**src/rtl/stack_pkg.sv**
```systemverilog
// Shared definitions for the stack engine: command opcodes, fault codes,
// controller state encoding and small opcode-classification helpers.
package stack_pkg;

    // Control-unit command opcodes; encodings 5..7 are rejected as illegal.
    typedef enum logic [2:0] {
        OP_PUSH    = 3'd0,
        OP_POP     = 3'd1,
        OP_SAVE    = 3'd2,
        OP_RESTORE = 3'd3,
        OP_SETSP   = 3'd4
    } op_e;

    // Reported with a faulted response.
    localparam logic [1:0] FC_NONE      = 2'b00;
    localparam logic [1:0] FC_OVERFLOW  = 2'b01;
    localparam logic [1:0] FC_UNDERFLOW = 2'b10;
    localparam logic [1:0] FC_ILLEGAL   = 2'b11;

    // Controller states.
    localparam logic [1:0] S_IDLE  = 2'd0;
    localparam logic [1:0] S_CHECK = 2'd1;
    localparam logic [1:0] S_MEM   = 2'd2;
    localparam logic [1:0] S_RESP  = 2'd3;

    // Opcodes that move data towards memory (stack grows downward).
    function automatic logic is_write_op(input logic [2:0] op);
        return (op == OP_PUSH) || (op == OP_SAVE);
    endfunction

    // Opcodes that move a whole context frame rather than a single word.
    function automatic logic is_multi_op(input logic [2:0] op);
        return (op == OP_SAVE) || (op == OP_RESTORE);
    endfunction

endpackage

```
**src/rtl/stack_bound_check.sv**
```systemverilog
// Combinational limit rules for stack commands: decides whether a command
// may proceed given the current depth, and which fault to report if not.
module stack_bound_check
    import stack_pkg::*;
#(
    parameter  int          DATA_W    = 16,
    parameter  int unsigned STACK_TOP = 'h0400,
    parameter  int          DEPTH     = 64,
    parameter  int          CTX_WORDS = 3,
    localparam int          DW        = $clog2(DEPTH + 1)
) (
    input  logic [2:0]        i_op,
    input  logic [DW-1:0]     i_depth,
    input  logic [DATA_W-1:0] i_cmd_data,
    output logic              o_ok,
    output logic [1:0]        o_fault_code
);

    localparam longint unsigned DEPTH_L  = 64'(DEPTH);
    localparam longint unsigned CTX_L    = 64'(CTX_WORDS);
    localparam longint unsigned TOP_L    = 64'(STACK_TOP);
    localparam longint unsigned BOTTOM_L = 64'(STACK_TOP) - 64'(DEPTH);

    longint unsigned w_depth;
    longint unsigned w_data;

    // Evaluate the rule for the latched opcode; widen to avoid wrap in the sums.
    always_comb begin
        // NOTE: every output of a combinational block gets a default first so
        // no path leaves it unassigned, which would infer a latch.
        o_ok         = 1'b0;
        o_fault_code = FC_NONE;
        w_depth      = 64'(i_depth);
        w_data       = 64'(i_cmd_data);
        case (i_op)
            OP_PUSH: begin
                if (w_depth < DEPTH_L) o_ok = 1'b1;
                else                   o_fault_code = FC_OVERFLOW;
            end
            OP_POP: begin
                if (w_depth > 64'd0) o_ok = 1'b1;
                else                 o_fault_code = FC_UNDERFLOW;
            end
            OP_SAVE: begin
                if (w_depth + CTX_L <= DEPTH_L) o_ok = 1'b1;
                else                            o_fault_code = FC_OVERFLOW;
            end
            OP_RESTORE: begin
                if (w_depth >= CTX_L) o_ok = 1'b1;
                else                  o_fault_code = FC_UNDERFLOW;
            end
            OP_SETSP: begin
                if (w_data >= BOTTOM_L && w_data <= TOP_L) o_ok = 1'b1;
                else                                       o_fault_code = FC_ILLEGAL;
            end
            default: o_fault_code = FC_ILLEGAL;
        endcase
    end

endmodule

```
**src/rtl/stack_engine.sv**
```systemverilog
// Hardware stack controller: serialises PUSH/POP and multi-word context
// SAVE/RESTORE onto the data-memory port of a full-descending stack, rejects
// overflow/underflow before any memory traffic and tracks a high-water mark.
module stack_engine
    import stack_pkg::*;
#(
    parameter  int          DATA_W    = 16,
    parameter  int          ADDR_W    = 16,
    parameter  int unsigned STACK_TOP = 'h0400,
    parameter  int          DEPTH     = 64,
    parameter  int          CTX_WORDS = 3,
    localparam int          DW        = $clog2(DEPTH + 1)
) (
    input  logic                          clk,
    input  logic                          rst,
    input  logic                          cmd_valid,
    output logic                          cmd_ready,
    input  logic [2:0]                    cmd_op,
    input  logic [DATA_W-1:0]             cmd_data,
    input  logic [CTX_WORDS*DATA_W-1:0]   ctx_in,
    output logic                          rsp_valid,
    output logic [DATA_W-1:0]             rsp_data,
    output logic [CTX_WORDS*DATA_W-1:0]   ctx_out,
    output logic                          fault,
    output logic [1:0]                    fault_code,
    output logic                          mem_req,
    output logic                          mem_we,
    output logic [ADDR_W-1:0]             mem_addr,
    output logic [DATA_W-1:0]             mem_wdata,
    input  logic [DATA_W-1:0]             mem_rdata,
    input  logic                          mem_ack,
    output logic [ADDR_W-1:0]             sp,
    output logic [DW-1:0]                 depth,
    output logic [DW-1:0]                 max_depth
);

    localparam int                CW        = (CTX_WORDS > 1) ? $clog2(CTX_WORDS) : 1;
    localparam logic [ADDR_W-1:0] SP_RESET  = ADDR_W'(STACK_TOP);
    localparam logic [CW-1:0]     LAST_WORD = CW'(CTX_WORDS - 1);

    // Controller state and latched command.
    logic [1:0]        r_state;
    logic [2:0]        r_op;
    logic [DATA_W-1:0] r_data;
    logic [DATA_W-1:0] r_ctx_src [CTX_WORDS];

    // Architectural state and held results.
    logic [ADDR_W-1:0] r_sp;
    logic [DW-1:0]     r_max_depth;
    logic [CW-1:0]     r_cnt;
    logic              r_fault;
    logic [1:0]        r_fault_code;
    logic [DATA_W-1:0] r_rsp_data;
    logic [DATA_W-1:0] r_ctx_dst [CTX_WORDS];

    // Derived signals.
    logic              w_ok;
    logic [1:0]        w_fault_code;
    logic              w_is_write;
    logic              w_is_multi;
    logic              w_last;
    logic [CW-1:0]     w_rest_idx;
    logic [DATA_W-1:0] w_wdata;
    logic [DW-1:0]     w_depth;

    assign w_depth    = DW'(SP_RESET - r_sp);
    assign w_is_write = is_write_op(r_op);
    assign w_is_multi = is_multi_op(r_op);
    assign w_last     = !w_is_multi || (r_cnt == LAST_WORD);
    // RESTORE fills the frame from the highest word down so it mirrors SAVE.
    assign w_rest_idx = LAST_WORD - r_cnt;
    assign w_wdata    = (r_op == OP_SAVE) ? r_ctx_src[r_cnt] : r_data;

    stack_bound_check #(
        .DATA_W    (DATA_W),
        .STACK_TOP (STACK_TOP),
        .DEPTH     (DEPTH),
        .CTX_WORDS (CTX_WORDS)
    ) u_bound_check (
        .i_op         (r_op),
        .i_depth      (w_depth),
        .i_cmd_data   (r_data),
        .o_ok         (w_ok),
        .o_fault_code (w_fault_code)
    );

    // Command sequencing: accept, check limits, run the memory transfers, respond.
    always_ff @(posedge clk or posedge rst) begin
        if (rst) begin
            // NOTE: the small context arrays are reset along with everything
            // else because they drive outputs that must read zero after reset.
            r_state      <= S_IDLE;
            r_op         <= 3'd0;
            r_data       <= '0;
            r_sp         <= SP_RESET;
            r_cnt        <= '0;
            r_fault      <= 1'b0;
            r_fault_code <= FC_NONE;
            r_rsp_data   <= '0;
            for (int i = 0; i < CTX_WORDS; i++) begin
                r_ctx_src[i] <= '0;
                r_ctx_dst[i] <= '0;
            end
        end else begin
            // NOTE: state is updated with non-blocking assignments so every
            // register sees the pre-edge values regardless of statement order.
            case (r_state)
                S_IDLE: begin
                    if (cmd_valid) begin
                        r_op         <= cmd_op;
                        r_data       <= cmd_data;
                        r_cnt        <= '0;
                        r_fault      <= 1'b0;
                        r_fault_code <= FC_NONE;
                        for (int i = 0; i < CTX_WORDS; i++) begin
                            r_ctx_src[i] <= ctx_in[i*DATA_W +: DATA_W];
                        end
                        r_state <= S_CHECK;
                    end
                end
                S_CHECK: begin
                    if (!w_ok) begin
                        r_fault      <= 1'b1;
                        r_fault_code <= w_fault_code;
                        r_state      <= S_RESP;
                    end else if (r_op == OP_SETSP) begin
                        r_sp    <= ADDR_W'(r_data);
                        r_state <= S_RESP;
                    end else begin
                        r_state <= S_MEM;
                    end
                end
                S_MEM: begin
                    if (mem_ack) begin
                        if (w_is_write) r_sp <= r_sp - ADDR_W'(1);
                        else            r_sp <= r_sp + ADDR_W'(1);
                        if (r_op == OP_POP)     r_rsp_data            <= mem_rdata;
                        if (r_op == OP_RESTORE) r_ctx_dst[w_rest_idx] <= mem_rdata;
                        if (w_last) r_state <= S_RESP;
                        else        r_cnt   <= r_cnt + CW'(1);
                    end
                end
                default: r_state <= S_IDLE;
            endcase
        end
    end

    // High-water mark follows depth one cycle later; SETSP never lowers it.
    always_ff @(posedge clk or posedge rst) begin
        if (rst)                        r_max_depth <= '0;
        else if (w_depth > r_max_depth) r_max_depth <= w_depth;
    end

    // Memory port is driven only in MEM so reset drops the request at once.
    always_comb begin
        mem_req   = 1'b0;
        mem_we    = 1'b0;
        mem_addr  = '0;
        mem_wdata = '0;
        if (r_state == S_MEM) begin
            mem_req   = 1'b1;
            mem_we    = w_is_write;
            mem_addr  = w_is_write ? (r_sp - ADDR_W'(1)) : r_sp;
            mem_wdata = w_is_write ? w_wdata : '0;
        end
    end

    for (genvar g = 0; g < CTX_WORDS; g++) begin : g_ctx_out
        assign ctx_out[g*DATA_W +: DATA_W] = r_ctx_dst[g];
    end

    assign cmd_ready  = (r_state == S_IDLE);
    assign rsp_valid  = (r_state == S_RESP);
    assign fault      = rsp_valid && r_fault;
    assign fault_code = rsp_valid ? r_fault_code : FC_NONE;
    assign rsp_data   = r_rsp_data;
    assign sp         = r_sp;
    assign depth      = w_depth;
    assign max_depth  = r_max_depth;

endmodule

```
**config.mk**
```make
export PLATFORM = sky130hd
export DESIGN_NAME = stack_engine
export DESIGN_NICKNAME = d
export VERILOG_FILES = /design/src/rtl/stack_pkg.sv /design/src/rtl/stack_bound_check.sv /design/src/rtl/stack_engine.sv
export SDC_FILE = /design/constraint.sdc
export NUM_CORES = 1
export LEC_CHECK = 0
export BUFFER_PORTS_ARGS = -buffer_cell sky130_fd_sc_hd__buf_2
export CAP_MARGIN = 25
export CORE_UTILIZATION = 25
export DETAILED_ROUTE_END_ITERATION = 6
export SLEW_MARGIN = 20
export SYNTH_ARGS = -nofsm -noshare
export SYNTH_HDL_FRONTEND = slang
export SYNTH_SLANG_ARGS = --single-unit
```
**constraint.sdc**
```tcl
create_clock -name clk -period 6 [get_ports clk]
set_input_delay 0 -clock clk [delete_from_list [all_inputs] [get_ports clk]]
set_output_delay 0 -clock clk [all_outputs]
set_load 0.02 [all_outputs]
```
[After elaboration in Yosys (flattened, before gate mapping)]
Cells that the tools add are included.
Word-level totals
  flip-flop bits (word level): 161
  output and inout port bits: 133
  word-level logic and storage cells: 113
  input bits: 87
Cells by class
  magnitude comparators: 10
  reduce and logical (&&, ||, !) cells: 19
  add/subtract/negate cells: 6
  multiplexer cells: 46
  equal/unequal tests: 15
  bitwise logic cells: 2
Operators by type and width (number)
  $mux W16: 12
  $le A64 B7 Y1 const B: 1
  $bwmux W48: 1
  $bmux W16 S2: 1
  $demux W16 S2: 1
  $pmux W16 S2: 1
  $mux W2: 11
  $add A16 B1 Y16 const B: 1
  $ge A16 B10 Y1 const B: 1
  $le A16 B11 Y1 const B: 1
  $sub A16 B1 Y16 const B: 1
  $ne A2 B2 Y1 const B: 7
  $mux W1: 13
  $reduce_and A3 Y1: 4
  $pmux W2 S5: 1
  $add A7 B2 Y8 const B: 1
  $pmux W2 S2: 2
  $reduce_and A4 Y1: 2
  $ge A7 B2 Y1 const B: 1
  $gt A7 B1 Y1 const B: 1
  $gt A7 B7 Y1: 1
  $lt A7 B7 Y1 const B: 1
  $sub A1 B7 Y7 const A: 1
  $eq A2 B2 Y1 const B: 3
  19 further kinds: 28

[Logic depth before layout (Yosys ltp)]
Gate-level depths: netlist of the first run.
  depth in word-level cells: 7
  depth in mapped cells: 12
  mapped depth without buffers: 11

[By module]
From an unflattened synthesis of the first run, not the netlist that was laid out.
Second synthesis, totals
  cell total of the unflattened synthesis: 735
  area total of the unflattened synthesis: 8227.9 µm²
By module, submodules not included
  stack_engine: cells each 713, area each 8076.5 µm², times used 1, seq. area each 4030.1 µm²
  stack_bound_check: cells each 22, area each 151.4 µm², times used 1, seq. area each 0.0 µm²

[Worst setup path before layout of the first run]
No wires, ideal clock.
  kind: register to register
  from: register r_sp[0], in the netlist sp[0]
  to: register r_max_depth[0], in the netlist max_depth[0]
  slack: 2.548 ns
  period minus slack after synthesis: 3.452 ns
  arrival: 3.327 ns
  stages on the path, launching flop included: 13
  buffers on the path: 1
  data required time: 5.875 ns
  setup time: 0.125 ns
  path through: dfrtp_1 > clkbuf_1 > inv_1 > ha_1 > xor2_1 > inv_1 > ha_1 > o21a_1 > o21a_1 > o21a_1 > o21a_1 > o31ai_2 > mux2_2
On the way
  longest elaborated chain between the ends: 2
RTL lines
  start: declaration: RTL line stack_engine.sv:48  | logic [ADDR_W-1:0] r_sp;
  start signal: assignment: RTL line stack_engine.sv:127  | r_sp <= ADDR_W'(r_data);
  start signal: assignment: RTL line stack_engine.sv:135  | if (w_is_write) r_sp <= r_sp - ADDR_W'(1);
  start signal: assignment: RTL line stack_engine.sv:136  | else r_sp <= r_sp + ADDR_W'(1);
  $sub A1 B7 Y7: RTL line stack_engine.sv:66  | assign w_depth = DW'(SP_RESET - r_sp);
  named net depth[2]: RTL line stack_engine.sv:33  | output logic [DW-1:0] depth,
  $gt A7 B7 Y1: RTL line stack_engine.sv:151  | else if (w_depth > r_max_depth) r_max_depth <= w_depth;
  end signal: assignment: RTL line stack_engine.sv:151
  end: declaration: RTL line stack_engine.sv:49  | logic [DW-1:0] r_max_depth;
The timed path passes the listed nets, and every way through them passes these cells.
A chain may end at the register's enable or synchronous reset.

[Final worst setup path of the first run]
  from: register r_sp[0], in the netlist sp[0]
  to: register r_max_depth[1], in the netlist max_depth[1]
On the way
  longest elaborated chain between the ends: 2
RTL lines (RTL line)
  $sub A1 B7 Y7 (*): stack_engine.sv:66
  $gt A7 B7 Y1: stack_engine.sv:151
Every way passes the cells marked *; elsewhere a longest branch is shown, timed or not.

==> results of run 1 <==
## cell families after synthesis
logic type      share of synthesized area, %
simple gates                           10.91
mux                                    21.37
flops                                  48.26
compound gates                         10.67
buf+inv                                3.491
xor+xnor                               2.308
fa+ha+maj                              2.997
## how the worst min path moves through the flow
| stage | start | endpoint | slack (ns) |
|---|---|---|---|
| after floorplan | mem_rdata[10] | ctx_out[10]$_DFFE_PP0P_ | 0.15 |
| after global placement | rst | rsp_data[5]$_DFFE_PP0P_ | 0.23 |
| after detailed placement | ctx_in[25] | r_ctx_src[25]$_DFFE_PP0P_ | 0.24 |
| after CTS | mem_ack | r_cnt[1]$_DFFE_PP0P_ | 0.05 |
| after global routing | mem_ack | r_cnt[1]$_DFFE_PP0P_ | 0.08 |
| final | mem_ack | r_cnt[1]$_DFFE_PP0P_ | 0.08 |
## metal layers
metal / vias to the layer above / part of all wire, % / track usage, %
met5: - / 0 / 0
met4: 0 / 1.5 / 4.694
met3: 24 / 5.1 / 3.912
met2: 160 / 49 / 24.50
met1: 3360 / 44 / 18.63
li1: 3275 / - / -
## area by class of cell
class,instances,area (µm²),area share [%]
Inverter,20,80.08,0.7069
Antenna cell,2,5.005,0.04418
Multi-Input combinational cell,524,4039,35.66
Clock inverter,15,158.9,1.403
Timing Repair Buffer,312,2036,17.97
Clock buffer,17,425.4,3.756
Tap cell,442,553.0,4.882
Sequential cell,161,4030,35.58
## critical path, stage by stage (launching register included)
cell	delay, ns
dfrtp_1	0.64
inv_1	0.20
ha_1	0.28
xor2_1	0.31
inv_1	0.13
ha_1	0.32
o21a_1	0.11
o21a_1	0.17
o21a_1	0.16
o21a_1	0.17
o31ai_2	0.59
mux2_2	0.41
## timing repair
item,4_1_cts,5_1_grt
setup endpoints to repair,0,0
endpoints found under the hold margin,222,0
hold buffers,84,0
## synth_stat cells, drive strengths merged, types with 2 or more instances
library cell | count | share of area, %
a21oi | 33 | 2.0
and4 | 3 | 0.31
xnor2 | 13 | 1.4
o31ai | 3 | 0.33
ha | 20 | 3.0
or4 | 4 | 0.40
nor2 | 59 | 2.7
nor2b | 7 | 0.52
clkbuf | 40 | 1.8
nand4 | 9 | 0.67
mux2 | 138 | 19
o21a | 6 | 0.54
o211ai | 6 | 0.60
o21ai | 32 | 1.9
nor4 | 5 | 0.37
a21o | 4 | 0.36
inv | 20 | 0.90
buf | 14 | 0.79
nand2 | 50 | 2.3
o22a | 2 | 0.21
a22o | 4 | 0.42
nor3 | 10 | 0.60
o22ai | 11 | 0.82
o221a | 2 | 0.27
xor2 | 9 | 0.94
nor3b | 3 | 0.27
mux2i | 23 | 2.8
and2 | 20 | 1.5
dfrtp | 160 | 48
nand3 | 9 | 0.54
o221ai | 16 | 1.7
a31oi | 7 | 0.70
and3 | 3 | 0.22
or3 | 3 | 0.34
## through the flow
step                utilization (%)  instances  total power, mW  area [µm²]
finish                        34.64       1493            6.174       11330
global route                  34.62       1491            6.646       11320
CTS                           34.54       1490            6.249       11290
detailed placement            30.18       1374            5.074        9869
global placement              30.10       1372            5.001        9843
floorplan                         -        759            4.139        8351
## layout by cell type (no fill, tap or decap), types with 3 or more instances in the layout
master	n
xor2_1	9
nor3_1	10
o21a_1	6
a31oi_1	6
nand3_1	9
o211ai_1	5
mux2_2	138
mux2i_1	23
clkinv_4	4
dfrtp_1	160
inv_6	3
xnor2_1	13
buf_4	6
and2_1	20
o221ai_1	16
nor3b_1	3
nor2_1	57
nand4_1	9
or4_1	3
clkbuf_16	17
dlygate4sd3_1	84
inv_1	18
nor4_1	5
buf_2	219
inv_8	8
a21oi_1	33
ha_1	19
nand2_1	48
a21o_1	4
o21ai_0	32
a22o_1	4
and4_1	3
o22ai_1	11
nor2b_1	7
and3_1	3
## registers in the layout, indices dropped and copies added, names as in the netlist, 2 cells and up
register / count
ctx_out: 48
max_depth: 7
r_cnt: 2
r_ctx_src: 48
r_data: 16
r_fault_code: 2
r_op: 3
r_state: 2
rsp_data: 16
sp: 16
## where the power goes
part | switching (mW) | internal, mW
registers | 0.513 | 1.58
logic | 1.69 | 1.29
clock network | 0.539 | 0.561
==> flow_metrics.env, run 1 <==
export IMPL_vias=6819
export IMPL_drv_cap=0
export IMPL_io_pins=220
export IMPL_ys_seq_area_share_pct=48.26
export IMPL_clk_pin_slew_worst_paths_ns=0.07
export IMPL_tns_ns=0
export IMPL_clk_latency_ns=0.45
export IMPL_maxSlewHeadroom_pct=36.36
export IMPL_drt_antenna_violating_nets=0
export IMPL_critPathRequiredTime_ns=6.32
export IMPL_crit_end="max_depth[1]$_DFFE_PP0N_"
export IMPL_wirelength_um=24940
export IMPL_routed_via_density=4.567
export IMPL_clockBufferDepth=2
export IMPL_synth_edf_count=0
export IMPL_cts_tree="built"
export IMPL_antenna_found_initial=2
export IMPL_critPathLaunchType="flop"
export IMPL_fill_cells=3341
export IMPL_r2r_start="sp[0]$_DFFE_PP0P_"
export IMPL_syn_avg_cell_area_um2=11.00
export IMPL_reg2reg_setup_slack_ns=2.38
export IMPL_synth_distinct_cells=55
export IMPL_reg2regPathDepth=11
export IMPL_hold_class="in -> reg"
export IMPL_worst_slack_ns=2.385
export IMPL_drive_above_1_share_pct=39.56
export IMPL_synth_warnings=0
export IMPL_status="finished, final reports clean"
export IMPL_wl_per_cell_um=16.71
export IMPL_hold_viol_final=0
export IMPL_cts_root_buf="clkbuf_16"
export IMPL_ctsResizeCount=0
export IMPL_setup_viol=0
export IMPL_fin_crit_sh_pct=60.25
export IMPL_initial_core_util_pct=25.54
export IMPL_vdd_drop_max_mv=0.2321
export IMPL_holdPathStages=4
export IMPL_end_kind="flop"
export IMPL_cts_buffers=17
export IMPL_finalWeightedCongestion=0.8464
export IMPL_fin_crit_ns=3.615
export IMPL_htree_levels=4
export IMPL_fin_nets=1143
export IMPL_io_buffer_count=219
export IMPL_dr_pass1_iters=4
export IMPL_drtIter0Drc=246
export IMPL_die_h_um=184.8
export IMPL_syn_nets=866
export IMPL_grt_max_degree=93
export IMPL_tightest_slew_ns=0.9523
export IMPL_grt_pass1_wl_um=38630
export IMPL_fin_skew_ns=0.02603
export IMPL_post_dp_hpwl_um=17490
export IMPL_rsz0062_at_grt="false"
export IMPL_slew_violations=0
export IMPL_synth_ff_type="dfrtp_1"
export IMPL_cp_max_fo=17
export IMPL_critPathKind="reg -> reg"
export IMPL_cts_setup_buffers=0
export IMPL_fmaxAchievable_mhz=276.6
export IMPL_power_density_nw_per_um2=545.0
export IMPL_drc_errors=0
export IMPL_pre_cts_ws_ns=2.413
export IMPL_r2r_end="max_depth[1]$_DFFE_PP0N_"
export IMPL_fin_worst_hold_slack_ns=0.08270
export IMPL_syn_inst=759
export IMPL_area_growth_pct=35.65
export IMPL_arrival_ns=3.94
export IMPL_timing_critical_path_from="sp[0]$_DFFE_PP0P_"
export IMPL_grt_pass1_vias=6819
export IMPL_overflow=0
export IMPL_core_um2=32700
export IMPL_die_area_um2=34140
export IMPL_die_w_um=184.8
export IMPL_async_flop_share_pct=100.0
export IMPL_grt_use_total_pct=14.79
export IMPL_cts_sinks=161
export IMPL_ys_ff_latch=161
export IMPL_syn_cell_area_um2=8351
export IMPL_rows=66
export IMPL_leakage_nw=5.271
Power figures use the tool's default switching activity.
==> run 2: changes to the inputs <==
ABC_AREA = 1   (was not set)
clock period = 3.45 ns   (was 6 ns; I/O delays follow)
==> flow_metrics.env, run 2 <==
export IMPL_status="finished, final reports clean"
export IMPL_die_area_um2=34750
export IMPL_vdd_drop_max_mv=0.3979
export IMPL_p_seq_share_pct=30.0
export IMPL_fin_worst_hold_slack_ns=0.08809
export IMPL_io_buffer_count=219
export IMPL_worst_slack_ns=0.4138
export IMPL_power_mw=11.25
export IMPL_syn_cell_area_um2=8503
export IMPL_diodes=0
export IMPL_synth_compound_area_share_pct=16.67
export IMPL_fin_nets=1472
export IMPL_cts_root_buf="clkbuf_16"
export IMPL_fmaxAchievable_mhz=329.4
export IMPL_hold_viol_final=0
export IMPL_syn_inst=1084
export IMPL_cts_tree="built"
export IMPL_switchingPower_mw=5.538
export IMPL_clk_pin_slew_worst_paths_ns=0.07
export IMPL_clockBufferDepth=2
export IMPL_drive_above_1_share_pct=23.08
export IMPL_rows=67
export IMPL_multi_input_area_um2=3789
export IMPL_critPathKind="reg -> reg"
export IMPL_drtIter0Drc=514
export IMPL_post_synth_top_count_cell="nand2_1"
export IMPL_cp_max_fo=11
export IMPL_core_um2=33530
export IMPL_muxShareOfSynthArea_pct=0
export IMPL_seq_area_um2=4030
export IMPL_leakage_nw=5.807
export IMPL_drt_antenna_violating_nets=0
export IMPL_setup_viol=0
export IMPL_end_kind="flop"
export IMPL_vias=8267
export IMPL_synth_area_leader_cell="dfrtp_1"
export IMPL_finalWeightedCongestion=0.8950
export IMPL_arrival_ns=3.39
export IMPL_area_growth_pct=35.01
export IMPL_ys_seq_area_share_pct=47.40
export IMPL_hold_class="in -> reg"
export IMPL_p_sw_share_pct=49.21
export IMPL_wl_per_cell_um=15.51
export IMPL_synth_edf_count=0
export IMPL_fill_cells=3547
export IMPL_routed_via_density=4.527
export IMPL_ys_ff_latch=161
export IMPL_die_h_um=186.4
export IMPL_synth_area_leaders="dfrtp_1 47%, nand2_1 14%, o21ai_0 8.4%"
export IMPL_maxSlewHeadroom_pct=36.84
export IMPL_top_layer_used="met5"
export IMPL_fin_util_pct=34.24
export IMPL_antenna_found_initial=2
export IMPL_comb_power_share_pct=53.2
export IMPL_yosys_area_share_simple_pct=24.74
export IMPL_synth_ff_type="dfrtp_1"
export IMPL_power_density_nw_per_um2=980.3
export IMPL_rsz0062_at_grt="false"
export IMPL_synth_warnings=0
export IMPL_dpl_cell_count=1702
export IMPL_tightest_slew_ns=0.9475
export IMPL_htree_levels=4
export IMPL_wl_met3_um=1402
export IMPL_syn_nets=1191
export IMPL_synthAdderAreaFrac_pct=2.943
export IMPL_wl_met1_um=12930
export IMPL_post_dp_hpwl_um=20100
export IMPL_fin_cells=1826
export IMPL_dr_pass1_iters=7
export IMPL_cts_buffers=17
export IMPL_syn_avg_cell_area_um2=7.844
export IMPL_cts_sinks=161
export IMPL_clk_latency_ns=0.43
export IMPL_grt_pass1_vias=7978
export IMPL_slew_violations=0
export IMPL_fin_skew_ns=0.009311
export IMPL_synth_top_family_by_area="simple AND/OR/NAND/NOR gates"
export IMPL_synth_top_area_share_pct=47.09
export IMPL_p_int_mw=5.715
export IMPL_layout_commonest_cell="nand2_1"
export IMPL_synthXorXnorAreaFrac_pct=0.2060
export IMPL_io_pins=220
export IMPL_grt_pass1_wl_um=44830
export IMPL_fin_area_um2=11480
export IMPL_grt_use_total_pct=16.34
export IMPL_grt_max_degree=162
export IMPL_tns_ns=0
export IMPL_initial_core_util_pct=25.36
export IMPL_die_w_um=186.4
export IMPL_drc_errors=0
export IMPL_p_clk_share_pct=16.8
export IMPL_critPathLaunchType="flop"
export IMPL_fin_crit_ns=3.036
export IMPL_fin_crit_sh_pct=88.01
export IMPL_drv_cap=0
export IMPL_critPathRequiredTime_ns=3.80
export IMPL_place_area_um2=9975
export IMPL_cts_setup_buffers=0
export IMPL_wirelength_um=28320
export IMPL_synth_top_cells_by_count="321 x nand2_1, 160 x dfrtp_1, 142 x o21ai_0"
export IMPL_final_cell_mix="321 x nand2_1, 219 x buf_2, 160 x dfrtp_1"
export IMPL_overflow=0
export IMPL_wl_met2_um=13490
export IMPL_async_flop_share_pct=100.0
export IMPL_synth_distinct_cells=47
export IMPL_pre_cts_ws_ns=0.5182
-- run 2: changes by cell type after synthesis, moves of 20 or more --
| cell | change |
|---|---|
| nand3_1 | +44 |
| o21ai_0 | +110 |
| mux2i_1 | -23 |
| a21oi_1 | +29 |
| mux2_2 | -138 |
| and2_1 | -20 |
| inv_1 | +77 |
| nand2_1 | +272 |
-- run 2: kinds of logic (layout without fill, tap and decap cells) --
kind of cell               after synthesis  count (layout)
and+or+nand+nor                        483             483
buffers and inverters                  164             458
AOI/OAI and AO/OA                      254             254
DFF                                    161             161
adders and majority gates               20              20
xor gates and xnor gates                 2               2
-- run 2: worst max-delay path: stages, from the launching register on --
cell,delay (ns)
dfrtp_1,0.59
inv_4,0.15
ha_1,0.27
nand2_1,0.12
o21ai_2,0.07
nand2_2,0.14
inv_1,0.12
ha_1,0.34
nand3_1,0.09
o32ai_1,0.66
buf_4,0.27
nand2_1,0.06
o21ai_0,0.07
-- run 2: final cells by class --
class	instances	area share, %
Sequential cell	161	35.11
Clock inverter	13	1.188
Tap cell	448	4.883
Timing Repair Buffer	324	18.57
Multi-Input combinational cell	759	33.00
Clock buffer	19	3.858
Inverter	102	3.390
-- run 2: layer usage --
metal | GRT usage, % | vias to the layer above
met2 | 26.28 | 234
met5 | 0 | -
met1 | 22.31 | 3889
met3 | 2.915 | 35
met4 | 4.863 | 4
li1 | - | 4105
-- run 2: power by group through the flow --
stage / Clock (mW) / Combinational (mW) / Sequential [mW]
finish: 1.89 / 5.99 / 3.37
global route: 2.01 / 6.64 / 3.49
CTS: 1.94 / 6.02 / 3.37
detailed placement: 0 / 5.88 / 3.40
global placement: 0 / 5.80 / 3.37
floorplan: 0 / 3.84 / 3.60
-- run 2: path summary, 6_finish.rpt --
kind / slack (ns) / cells past startpoint / from / end
worst max register to register: 0.41 / 12 / sp[0]$_DFFE_PP0P_ / max_depth[4]$_DFFE_PP0N_
worst max-delay path: 0.41 / 12 / sp[0]$_DFFE_PP0P_ / max_depth[4]$_DFFE_PP0N_
max in group asynchronous: 2.37 / 4 / rst / ctx_out[36]$_DFFE_PP0P_
min in group asynchronous: 0.32 / 4 / rst / ctx_out[18]$_DFFE_PP0P_
worst min-delay path: 0.09 / 6 / mem_ack / r_state[0]$_DFFE_PP0P_
worst min register to register: 0.47 / 2 / r_ctx_src[32]$_DFFE_PP0P_ / r_ctx_src[32]$_DFFE_PP0P_
-- run 2: repair_timing --
| item | in CTS | in global routing |
|---|---|---|
| setup endpoints to repair | 0 | 0 |
| hold buffers | 91 | 0 |
| resized for setup | 0 | 0 |
| endpoints found under the hold margin | 292 | 0 |
==> run 3: changes to the inputs <==
ABC_AREA = not set   (was 1)
BUFFER_PORTS_ARGS = not set   (was -buffer_cell sky130_fd_sc_hd__buf_2)
DONT_BUFFER_PORTS = 1   (was not set)
==> flow_metrics.env, run 3 (same netlist as run 1, synthesis figures left out) <==
export IMPL_final_cell_mix="160 x dfrtp_1, 138 x mux2_2, 85 x dlygate4sd3_1"
export IMPL_critPathKind="reg -> reg"
export IMPL_grt_max_degree=162
export IMPL_post_dp_hpwl_um=17050
export IMPL_tns_ns=0
export IMPL_cts_buffers=17
export IMPL_worst_path_buf_inv=3
export IMPL_reg2regPathDepth=12
export IMPL_cts_hold_buf=85
export IMPL_rsz0062_at_grt="false"
export IMPL_fin_skew_ns=0.01678
export IMPL_critPathRequiredTime_ns=3.77
export IMPL_wirelength_um=24250
export IMPL_fin_nets=940
export IMPL_vdd_drop_max_mv=0.4179
export IMPL_grt_pass1_vias=6418
export IMPL_clk_pin_slew_worst_paths_ns=0.08
export IMPL_clockBufferDepth=2
export IMPL_maxSlewHeadroom_pct=33.65
export IMPL_setup_viol=0
export IMPL_reg2reg_setup_slack_ns=0.36
export IMPL_core_um2=32700
export IMPL_io_buffer_count=0
export IMPL_cts_tree="built"
export IMPL_place_area_um2=8907
export IMPL_tightest_slew_ns=0.9952
export IMPL_status="finished, final reports clean"
export IMPL_die_h_um=184.8
export IMPL_grt_use_total_pct=14.41
export IMPL_rows=66
export IMPL_hold_viol_final=0
export IMPL_fin_area_um2=10390
export IMPL_io_pins=220
export IMPL_cpPeakStageDelay_ns=0.46
export IMPL_fill_cells=3360
export IMPL_drv_cap=0
export IMPL_clk_latency_ns=0.44
export IMPL_slew_violations=0
export IMPL_fin_crit_sh_pct=89.62
export IMPL_whs_endpoint="r_fault$_DFFE_PP0P_"
export IMPL_wl_met1_um=10450
export IMPL_cts_root_buf="clkbuf_16"
export IMPL_holdCritStartpoint="cmd_valid"
export IMPL_cp_max_fo=7
export IMPL_leakage_nw=4.375
export IMPL_critical_path_top_delay_family="compound AO/OA/AOI/OAI gates"
export IMPL_wl_met3_um=1274
export IMPL_die_w_um=184.8
export IMPL_arrival_ns=3.41
export IMPL_area_growth_pct=24.39
export IMPL_worstPathCellList="inv_1 -> ha_1 -> xor2_1 -> buf_4 -> inv_1 -> ha_1 -> o21a_1 -> o21a_1 -> o21a_1 -> o21a_1 -> o31ai_4 -> mux2_2"
export IMPL_fmaxAchievable_mhz=323.4
export IMPL_fin_crit_ns=3.092
export IMPL_die_area_um2=34140
export IMPL_routed_via_density=4.778
export IMPL_antenna_found_initial=0
export IMPL_drt_antenna_violating_nets=0
export IMPL_drc_errors=0
export IMPL_wl_per_cell_um=18.82
export IMPL_ctsResizeCount=0
export IMPL_drtIter0Drc=225
export IMPL_cts_setup_buffers=0
export IMPL_critPathSlowestCell="dfrtp_1"
export IMPL_power_density_nw_per_um2=1010
export IMPL_dr_pass1_iters=4
export IMPL_wl_met2_um=12160
export IMPL_end_kind="flop"
export IMPL_grt_pass1_wl_um=37180
export IMPL_layout_commonest_cell="dfrtp_1"
export IMPL_seq_area_um2=4030
export IMPL_top_layer_used="met4"
export IMPL_initial_core_util_pct=25.54
export IMPL_vias=6159
export IMPL_finalWeightedCongestion=0.8190
export IMPL_multi_input_area_um2=4053
export IMPL_r2r_end="max_depth[1]$_DFFE_PP0N_"
export IMPL_overflow=0
export IMPL_htree_levels=4
export IMPL_r2r_start="sp[0]$_DFFE_PP0P_"
export IMPL_drive_above_1_share_pct=24.94
export IMPL_critPathLaunchType="flop"
export IMPL_hold_class="in -> reg"
export IMPL_holdPathStages=4
export IMPL_cts_sinks=161
export IMPL_crit_path_frequent_cell="o21a_1"
run 3: through the flow:
| stage | util (%) | instances | power, mW | hold WS (ns) | setup WS [ns] |
|---|---|---|---|---|---|
| floorplan | - | 759 | 7.225 | 0.1506 | 0.1301 |
| global placement | 27.24 | 1171 | 8.356 | 0.1510 | 0.4509 |
| detailed placement | 27.24 | 1171 | 8.469 | 0.1537 | 0.3871 |
| CTS | 31.76 | 1288 | 10.61 | 0.02781 | 0.3569 |
| global route | 31.76 | 1288 | 11.22 | 0.06267 | 0.1606 |
| finish | 31.76 | 1289 | 10.50 | 0.05404 | 0.3581 |
run 3: how the worst max path moves through the flow:
stage / slack [ns] / end / depth (start not counted) / startpoint
after floorplan: 0.13 / max_depth[0]$_DFFE_PP0N_ / 12 / sp[0]$_DFFE_PP0P_
after global placement: 0.45 / max_depth[3]$_DFFE_PP0N_ / 9 / sp[0]$_DFFE_PP0P_
after detailed placement: 0.39 / max_depth[1]$_DFFE_PP0N_ / 9 / sp[0]$_DFFE_PP0P_
after CTS: 0.36 / max_depth[1]$_DFFE_PP0N_ / 12 / sp[0]$_DFFE_PP0P_
after global routing: 0.16 / max_depth[1]$_DFFE_PP0N_ / 12 / sp[0]$_DFFE_PP0P_
final: 0.36 / max_depth[1]$_DFFE_PP0N_ / 12 / sp[0]$_DFFE_PP0P_
run 3: final cells by class:
type                       count  share of cell area [%]
sequential                   161                   38.80
clock buffer                  18                   4.228
inverter                      20                  0.7589
tap                          442                   5.324
multi-input combinational    524                   39.01
timing repair buffer         109                   10.05
clock inverter                14                   1.807
antenna                        1                 0.02409
run 3: layer usage:
layer | GRT usage (%) | vias to the layer above
met2 | 24.44 | 162
met4 | 4.760 | 0
met5 | 0 | -
met3 | 3.478 | 18
met1 | 17.80 | 3109
li1 | - | 2870
run 3: worst reg2reg max path: cells and delay by family, from the launching register on:
kind / cells / cell delay (ns)
AO/OA/AOI/OAI: 5 / 1.02
XOR/XNOR: 1 / 0.18
adder cells (fa/ha/maj): 2 / 0.53
buffers and inverters: 3 / 0.40
flip-flops: 1 / 0.46
multiplexers: 1 / 0.39
run 3: power by group:
part	switching [mW]	internal, mW	total [mW]
Sequential	1.35	2.74	4.09
Clock	0.889	1.13	2.02
Combinational	2.44	1.95	4.39
Total	4.68	5.81	10.5
